`config.mk`:
```
export PLATFORM = sky130hd
export DESIGN_NAME = int_to_fp
export DESIGN_NICKNAME = d
export VERILOG_FILES = /design/src/rtl/fp_pkg.sv /design/src/rtl/count_leading_zeros.sv /design/src/rtl/int_to_fp.sv
export SDC_FILE = /design/constraint.sdc
export NUM_CORES = 1
export LEC_CHECK = 0
export BUFFER_PORTS_ARGS = -buffer_cell sky130_fd_sc_hd__buf_4
export CAP_MARGIN = 40
export CORE_MARGIN = 8
export CORE_UTILIZATION = 43
export CTS_CLUSTER_SIZE = 25
export DETAILED_ROUTE_END_ITERATION = 6
export PLACE_DENSITY = 0.59
export SYNTH_ARGS = -nofsm -noshare
export SYNTH_HDL_FRONTEND = slang
export SYNTH_SLANG_ARGS = --single-unit
```
`constraint.sdc`:
```
create_clock -name clk -period 5.4 [get_ports clk]
set_input_delay 1.08 -clock clk [delete_from_list [all_inputs] [get_ports clk]]
set_output_delay 1.08 -clock clk [all_outputs]
set_load 0.03 [all_outputs]
```
`src/rtl/fp_pkg.sv`:
```
// ============================================================================
//  fp_pkg
//  Shared floating-point format constants, converter FSM states and rounding.
//  Revision: 1.0
// ============================================================================
`default_nettype none

package fp_pkg;

    localparam int FW_SP   = 23;
    localparam int EW_SP   = 8;
    localparam int BIAS_SP = 127;
    localparam int FW_DP   = 52;
    localparam int EW_DP   = 11;
    localparam int BIAS_DP = 1023;

    typedef enum logic [1:0] {
        IDLE  = 2'd0,
        NORM  = 2'd1,
        ROUND = 2'd2,
        DONE  = 2'd3
    } cvt_state_t;

    function automatic int frac_width(input int w);
        return (w == 64) ? FW_DP : FW_SP;
    endfunction

    function automatic int exp_width(input int w);
        return (w == 64) ? EW_DP : EW_SP;
    endfunction

    function automatic int exp_bias(input int w);
        return (w == 64) ? BIAS_DP : BIAS_SP;
    endfunction

    // Round-to-nearest-even increment decision.
    function automatic logic rne_round_inc(input logic lsb, input logic guard, input logic sticky);
        return guard & (sticky | lsb);
    endfunction

endpackage

`default_nettype wire

```
`src/rtl/count_leading_zeros.sv`:
```
// ============================================================================
//  count_leading_zeros
//  Combinational leading-zero count of a 2**LG_N-bit word (all-zero gives 0).
//  Revision: 1.0
// ============================================================================
`default_nettype none

module count_leading_zeros #(
    parameter int LG_N = 6
) (
    input  logic [(1<<LG_N)-1:0] value,
    output logic [LG_N-1:0]      count
);

    localparam int N = 1 << LG_N;

    // Highest set bit wins since it is visited last.
    always_comb begin
        count = '0;
        for (int i = 0; i < N; i++) begin
            if (value[i]) count = LG_N'(N - 1 - i);
        end
    end

endmodule

`default_nettype wire

```
`src/rtl/int_to_fp.sv`:
```
// ============================================================================
//  int_to_fp
//  Multi-cycle 32/64-bit integer to binary32/binary64 converter with RNE rounding.
//  Revision: 1.0
// ============================================================================
`default_nettype none

module int_to_fp
    import fp_pkg::*;
#(
    parameter int W = 32
) (
    input  logic         clk,
    input  logic         reset_n,
    input  logic         start,
    input  logic         is_signed,
    input  logic         is_64b_src,
    input  logic [63:0]  src,
    output logic         busy,
    output logic         done,
    output logic [W-1:0] y,
    output logic         inexact
);

    localparam int FW   = frac_width(W);
    localparam int EW   = exp_width(W);
    localparam int BIAS = exp_bias(W);

    cvt_state_t  state;
    logic        sign;
    logic [63:0] mag;
    logic [6:0]  exp_u;

    logic [63:0]   ext;
    logic          ext_neg;
    logic [5:0]    lz;
    logic [FW:0]   kept;
    logic          guard;
    logic          sticky;
    logic [FW+1:0] sum;
    logic          is_zero;
    logic [EW-1:0] exp_b;

    assign ext = is_64b_src ? src
               : (is_signed ? {{32{src[31]}}, src[31:0]} : {32'd0, src[31:0]});
    assign ext_neg = is_signed & ext[63];

    count_leading_zeros #(.LG_N(6)) u_clz (
        .value (mag),
        .count (lz)
    );

    // Rounding operates on the normalized magnitude held in mag during ROUND.
    always_comb begin
        kept    = mag[63 -: FW+1];
        guard   = mag[62-FW];
        sticky  = |mag[61-FW:0];
        sum     = {1'b0, kept} + (FW+2)'(rne_round_inc(kept[0], guard, sticky));
        is_zero = ~(sum[FW+1] | sum[FW]);
        exp_b   = EW'(exp_u) + EW'(BIAS) + EW'(sum[FW+1]);
    end

    assign busy = (state != IDLE);

    always_ff @(posedge clk or negedge reset_n) begin
        if (!reset_n) begin
            state   <= IDLE;
            sign    <= 1'b0;
            mag     <= '0;
            exp_u   <= '0;
            y       <= '0;
            inexact <= 1'b0;
            done    <= 1'b0;
        end else begin
            done <= 1'b0;
            case (state)
                IDLE: begin
                    if (start) begin
                        sign  <= ext_neg;
                        mag   <= ext_neg ? -ext : ext;
                        state <= NORM;
                    end
                end
                NORM: begin
                    mag   <= mag << lz;
                    exp_u <= 7'd63 - {1'b0, lz};
                    state <= ROUND;
                end
                ROUND: begin
                    // On carry-out the fraction field of sum is already all zeros.
                    y       <= is_zero ? '0 : {sign, exp_b, sum[FW-1:0]};
                    inexact <= guard | sticky;
                    done    <= 1'b1;
                    state   <= DONE;
                end
                DONE: begin
                    state <= IDLE;
                end
                default: begin
                    state <= IDLE;
                end
            endcase
        end
    end

endmodule

`default_nettype wire
```
### Yosys cells after proc, flatten, opt, wreduce, memory -nomap -nowiden

Cells that the tools add are included.

* $add $sub $neg: 5
* equality and inequality tests: 4
* shift operators: 1
* mux-type cells: 73
* bitwise logic cells: 5
* reduce and logical (&&, ||, !) cells: 6

Operator list (number)
* $mux W6: 64
* $mux W64: 4
* $pmux W64 S2: 1
* $neg A64 Y64: 1
* $shl A64 B6 Y64: 1
* $reduce_or A39 Y1: 1
* $mux W32: 1
* $add A24 B1 Y25: 1
* $add A7 B7 Y8 const B: 1
* $add A8 B1 Y8: 1
* $pmux W2 S4: 1
* $sub A6 B6 Y7 const A: 1
* $eq A2 B2 Y1 const B: 2
* $reduce_and A2 Y1: 2
* $reduce_bool A2 Y1: 2
* $or A1 B1 Y1: 3
* $and A1 B1 Y1: 2
* $eq A2 B1 Y1 const B: 1
* $logic_not A2 Y1: 1
* $mux W2: 1
* $ne A2 B2 Y1 const B: 1
* $mux W1: 1

* register bits: 108
* bits of input ports: 69
* output and inout port bits: 35
* word-level logic and storage cells: 101

### Logic depth before layout (Yosys ltp)

* depth after elaboration: 66
* mapped depth: 19
* mapped depth without buffers: 18

### Hierarchy

Synthesis repeated with hierarchy kept, for this count alone.

* cells, all modules: 1405
* area total of the unflattened synthesis: 11685.0 um^2

Modules (own cells, without submodules)
* int_to_fp: times used 1, cells each 1258, area an instance 10859.2 um^2, seq. area each 2677.6 um^2
* count_leading_zeros: times used 1, cells each 147, area an instance 825.8 um^2, seq. area each 0.0 um^2

### Least setup slack after synthesis

OpenSTA, ideal clock, no wires.

* path kind: input to register
* start: input src[18]
* end: register mag[61]
* setup time: 133 ps
* data arrival time: 3814 ps
* required time: 5267 ps
* slack: 1454 ps
* stages: 11
* buffers on the path: 0
* cells stage by stage: or4_4 > nand4bb_1 > or4_4 > a211oi_4 > nand2_2 > or3_4 > o21ai_1 > xor2_1 > o221ai_1 > a221oi_1 > a21oi_1

* longest elaborated chain between the ends: 6

Ends and longest elaborated chain
* start: declaration: line int_to_fp.sv:18 `input logic [63:0] src,`
* $mux W64: line int_to_fp.sv:45 `: (is_signed ? {{32{src[31]}}, src[31:0]} : {32'd0, src[31:0]});`
* $mux W64 (*): line int_to_fp.sv:44 `assign ext = is_64b_src ? src`
* $neg A64 Y64 (*): line int_to_fp.sv:80 `mag <= ext_neg ? -ext : ext;`
* $mux W64 (*): line int_to_fp.sv:80
* $mux W64 (*): line int_to_fp.sv:78 `if (start) begin`
* $pmux W64 S2 (*): line int_to_fp.sv:76 `case (state)`
* end signal: assignment: line int_to_fp.sv:80
* end signal: assignment: line int_to_fp.sv:85 `mag <= mag << lz;`
* end: declaration: line int_to_fp.sv:31 `logic [63:0] mag;`

Mark *: on every way between the ends. The rest lies on a longest branch, timed or not. The select of a mux whose other input is x is not followed.
A chain may end at the register's enable or synchronous reset.

### Final worst setup path

* start: register mag[22]
* end: register y[9]

* longest elaborated chain between the ends: 6

Ends and longest elaborated chain
* $reduce_or A39 Y1 (*): line int_to_fp.sv:57 `sticky = |mag[61-FW:0];`
* $or A1 B1 Y1 (*): line fp_pkg.sv:38 `return guard & (sticky | lsb);`
* $and A1 B1 Y1 (*): line fp_pkg.sv:38
* $add A24 B1 Y25 (*): line int_to_fp.sv:58 `sum = {1'b0, kept} + (FW+2)'(rne_round_inc(kept[0], guard, sticky));`
* $or A1 B1 Y1: line int_to_fp.sv:59 `is_zero = ~(sum[FW+1] | sum[FW]);`
* $mux W32 (*): line int_to_fp.sv:91 `y <= is_zero ? '0 : {sign, exp_b, sum[FW-1:0]};`
* end signal: assignment: line int_to_fp.sv:91
* end: declaration: line int_to_fp.sv:21 `output logic [W-1:0] y,`

Mark *: on every way between the ends. The rest lies on a longest branch, timed or not.

==> run summary <==
status -> finished clean
mux share of post-synthesis cell area -> 14.73%
Post-CTS Setup Bufs -> 0
worst r2r src -> mag[22]$_DFFE_PN0P_
GRT overflow -> 0
Worst Min Path Start -> sign$_DFFE_PN0P_
max-cap violation count -> 0
antenna-violating nets left -> 0
max-slew violation count -> 0
crit path max fanout -> 20
Synth Area in Compound Gates -> 29.55%
clk_skew -> 0.01117 ns
synthesized net count -> 1,581
global-route wire length before repair -> 78,230 um
drt drc -> 0
Cell Area, Synth -> 11,610 um^2
post-detail-place hpwl -> 40,660 um
Final Cycle Share -> 86.02%
GR peak layer -> met2
final hold vios -> 0
Mapped Cells -> 1,504
DIE AREA -> 32,520 um^2
area delta synth->final -> 14.18%
Initial DRC Count -> 1,568
CP required -> 5.65 ns
ant diodes -> 0
critical path class -> register to register
Setup crit start -> mag[22]$_DFFE_PN0P_
most common cell after layout, fill and taps aside -> buf_4
Power Density -> 721.4 nW/um^2
FF-to-FF path depth -> 15
R2R setup slack -> 0.76 ns
H-Tree Depth -> 3
commonest cells after routing, fill and taps aside -> buf_4 (184), nor2_1 (145), mux2i_1 (136)
area of the multi-input gates -> 8170 um^2
r2r endpoint -> y[9]$_DFFE_PN0P_
Post-layout nets -> 1,658
CP endpoint kind -> register
top cell type by total area after synthesis -> dfrtp_1
first drt pass iteration count -> 6
met1 usage -> 41.77%
Worst-path clk slew -> 0.09 ns
Chip Width -> 180.3 um
Top Ports -> 104
met2 Resource Use GR -> 45.43%
number of synthesized flops with an enable pin -> 0
largest net degree at the start of global routing -> 63
Synth Area in Simple Gates -> 19.58%
PortBufs -> 103
Synth Area per Inst -> 7.720 um^2
Final min period -> 4.645 ns
PostCTS Resize Cnt -> 0
number of buffers inserted by hold repair at cts -> 0
final setup fails -> 0
Yosys top cell area share -> 23.06%
Inserted Clock Buffers -> 9
Peak VDD IR -> 300.6 uV
Yosys warnings -> 0
Synth Area in Adders -> 0.8621%
ys flop type -> dfrtp_1
share of layout cells above drive strength 1 -> 16.77%
vias in the first global route -> 12,290
#FFs+latches synth -> 107
GRT Util Overall -> 30.90%
top post-synthesis cells by area -> dfrtp_1 (23%), mux2i_1 (12%), a21oi_1 (5.2%), nor2_1 (4.8%), o21ai_0 (4.1%)
row count -> 60
Clock Sinks -> 107
GPL Wtd Cong -> 1.053
leakage -> 5.369 nW
Starting Density -> 43.45%
FF+latch area -> 2678 um^2
via count -> 12,980
Routed WL -> 52,100 um
final core occ -> 49.61%
post-synthesis xor/xnor area fraction -> 5.205%
FMAX -> 215.3 MHz
CP Capture Point -> y[9]$_DFFE_PN0P_
post-route setup TNS -> 0 ns
Startpoint Class -> register
Clock Latency Late Sink -> 0.38 ns
CTS tree -> done
sequential area share after synthesis -> 23.06%
Via density -> 6.737
Yosys cell types -> 98
Crit path arrival time -> 4.89 ns
met3 Use GR -> 8.266%
clk root buf -> clkbuf_16
Tightest Hold Check Type -> register to register
Core ar. -> 26,730 um^2
total power -> 0.009564 W
initial antenna violation count -> 0
Wirelength per Cell -> 27.04 um
Rel. slew slack -> 36.59%
Worst Tran Pin Value -> 0.9511 ns
Die H -> 180.3 um
fillers -> 2,719
RSZ-0062 raised after global routing -> no
combinational family with the most area after synthesis -> compound AO/OA/AOI/OAI gates
clk buf depth -> 2
Post-synth ARST share -> 100.0%
-- registers in the layout, indices dropped and copies added (netlist names) --
name,count
mag,64
y,32
exp_u,6
state,2
done,1
inexact,1
sign,1
-- how the worst min path moves through the flow --
stage	end	slack, ns	cells past startpoint
2_1_floorplan	sign$_DFFE_PN0P_	0.45	2
3_3_place_gp	sign$_DFFE_PN0P_	0.47	2
3_5_place_dp	sign$_DFFE_PN0P_	0.48	2
4_1_cts	sign$_DFFE_PN0P_	0.50	2
5_1_grt	sign$_DFFE_PN0P_	0.54	2
6_report	sign$_DFFE_PN0P_	0.49	2
-- power by group --
group | internal (W) | switching (W) | leakage (nW)
Clock | 0.000341 | 0.000389 | 0.149
Sequential | 0.00116 | 0.000652 | 1.28
Combinational | 0.00253 | 0.00450 | 3.94
Total | 0.00403 | 0.00554 | 5.37
-- area by class of cell --
class,count,area share (%)
timing repair buffer,187,10.76
clock buffer,10,1.803
inverter,68,1.925
clock inverter,6,0.4719
sequential,107,20.20
multi-input combinational,1208,61.63
tap,341,3.218
-- worst max-delay path, stage by stage (launching register included) --
cell and delay, ns:
dfrtp_1 0.50, nor4_1 0.62, nand4_1 0.20, nor2_1 0.45, a31oi_1 0.16, ha_1 0.23
nand3_1 0.12, nor2_1 0.08, and3_1 0.20, and3_1 0.21, nand3_1 0.21, nor2_1 0.10
and3_1 0.20, o211ai_1 0.71, buf_4 0.37, o22ai_1 0.13
-- layer usage --
layer	wire, um	vias to the layer above	share of wire (%)
met5	0	-	0
met1	21840	6246	42
met3	5928	116	11
met2	22120	823	42
li1	-	5797	-
met4	2213	0	4.2
-- synthesized netlist by cell type, drive strengths merged (14+ instances only) --
| library cell | instances |
|---|---|
| nor2 | 149 |
| mux2i | 137 |
| a21oi | 122 |
| nand2 | 110 |
| dfrtp | 107 |
| o21ai | 103 |
| clkbuf | 82 |
| inv | 67 |
| o22ai | 56 |
| nor3 | 46 |
| xnor2 | 42 |
| buf | 39 |
| nand3 | 31 |
| xor2 | 27 |
| nor4 | 25 |
| a22oi | 22 |
| a211oi | 21 |
| or4 | 21 |
| or3 | 16 |
| a31oi | 15 |
| o211ai | 15 |
| o221ai | 15 |
| o21a | 14 |
-- through the flow --
step	hold slack [ns]	cell area (um^2)	setup slack, ns	cells
after floorplan	0.4498	11610	1.454	1504
after global placement	0.4651	12920	0.9613	1908
after detailed placement	0.4768	12960	0.8812	1911
after CTS	0.4978	13260	0.8575	1927
after global routing	0.5371	13260	0.3926	1927
final	0.4894	13260	0.7551	1927
-- cells by family after synthesis --
family	after synthesis
flip-flops	107
buffers and inverters	189
XOR/XNOR	69
AO/OA/AOI/OAI	510
AND/OR/NAND/NOR	463
multiplexers	158
adder cells (fa/ha/maj)	8
Power figures use the tool's default switching activity.
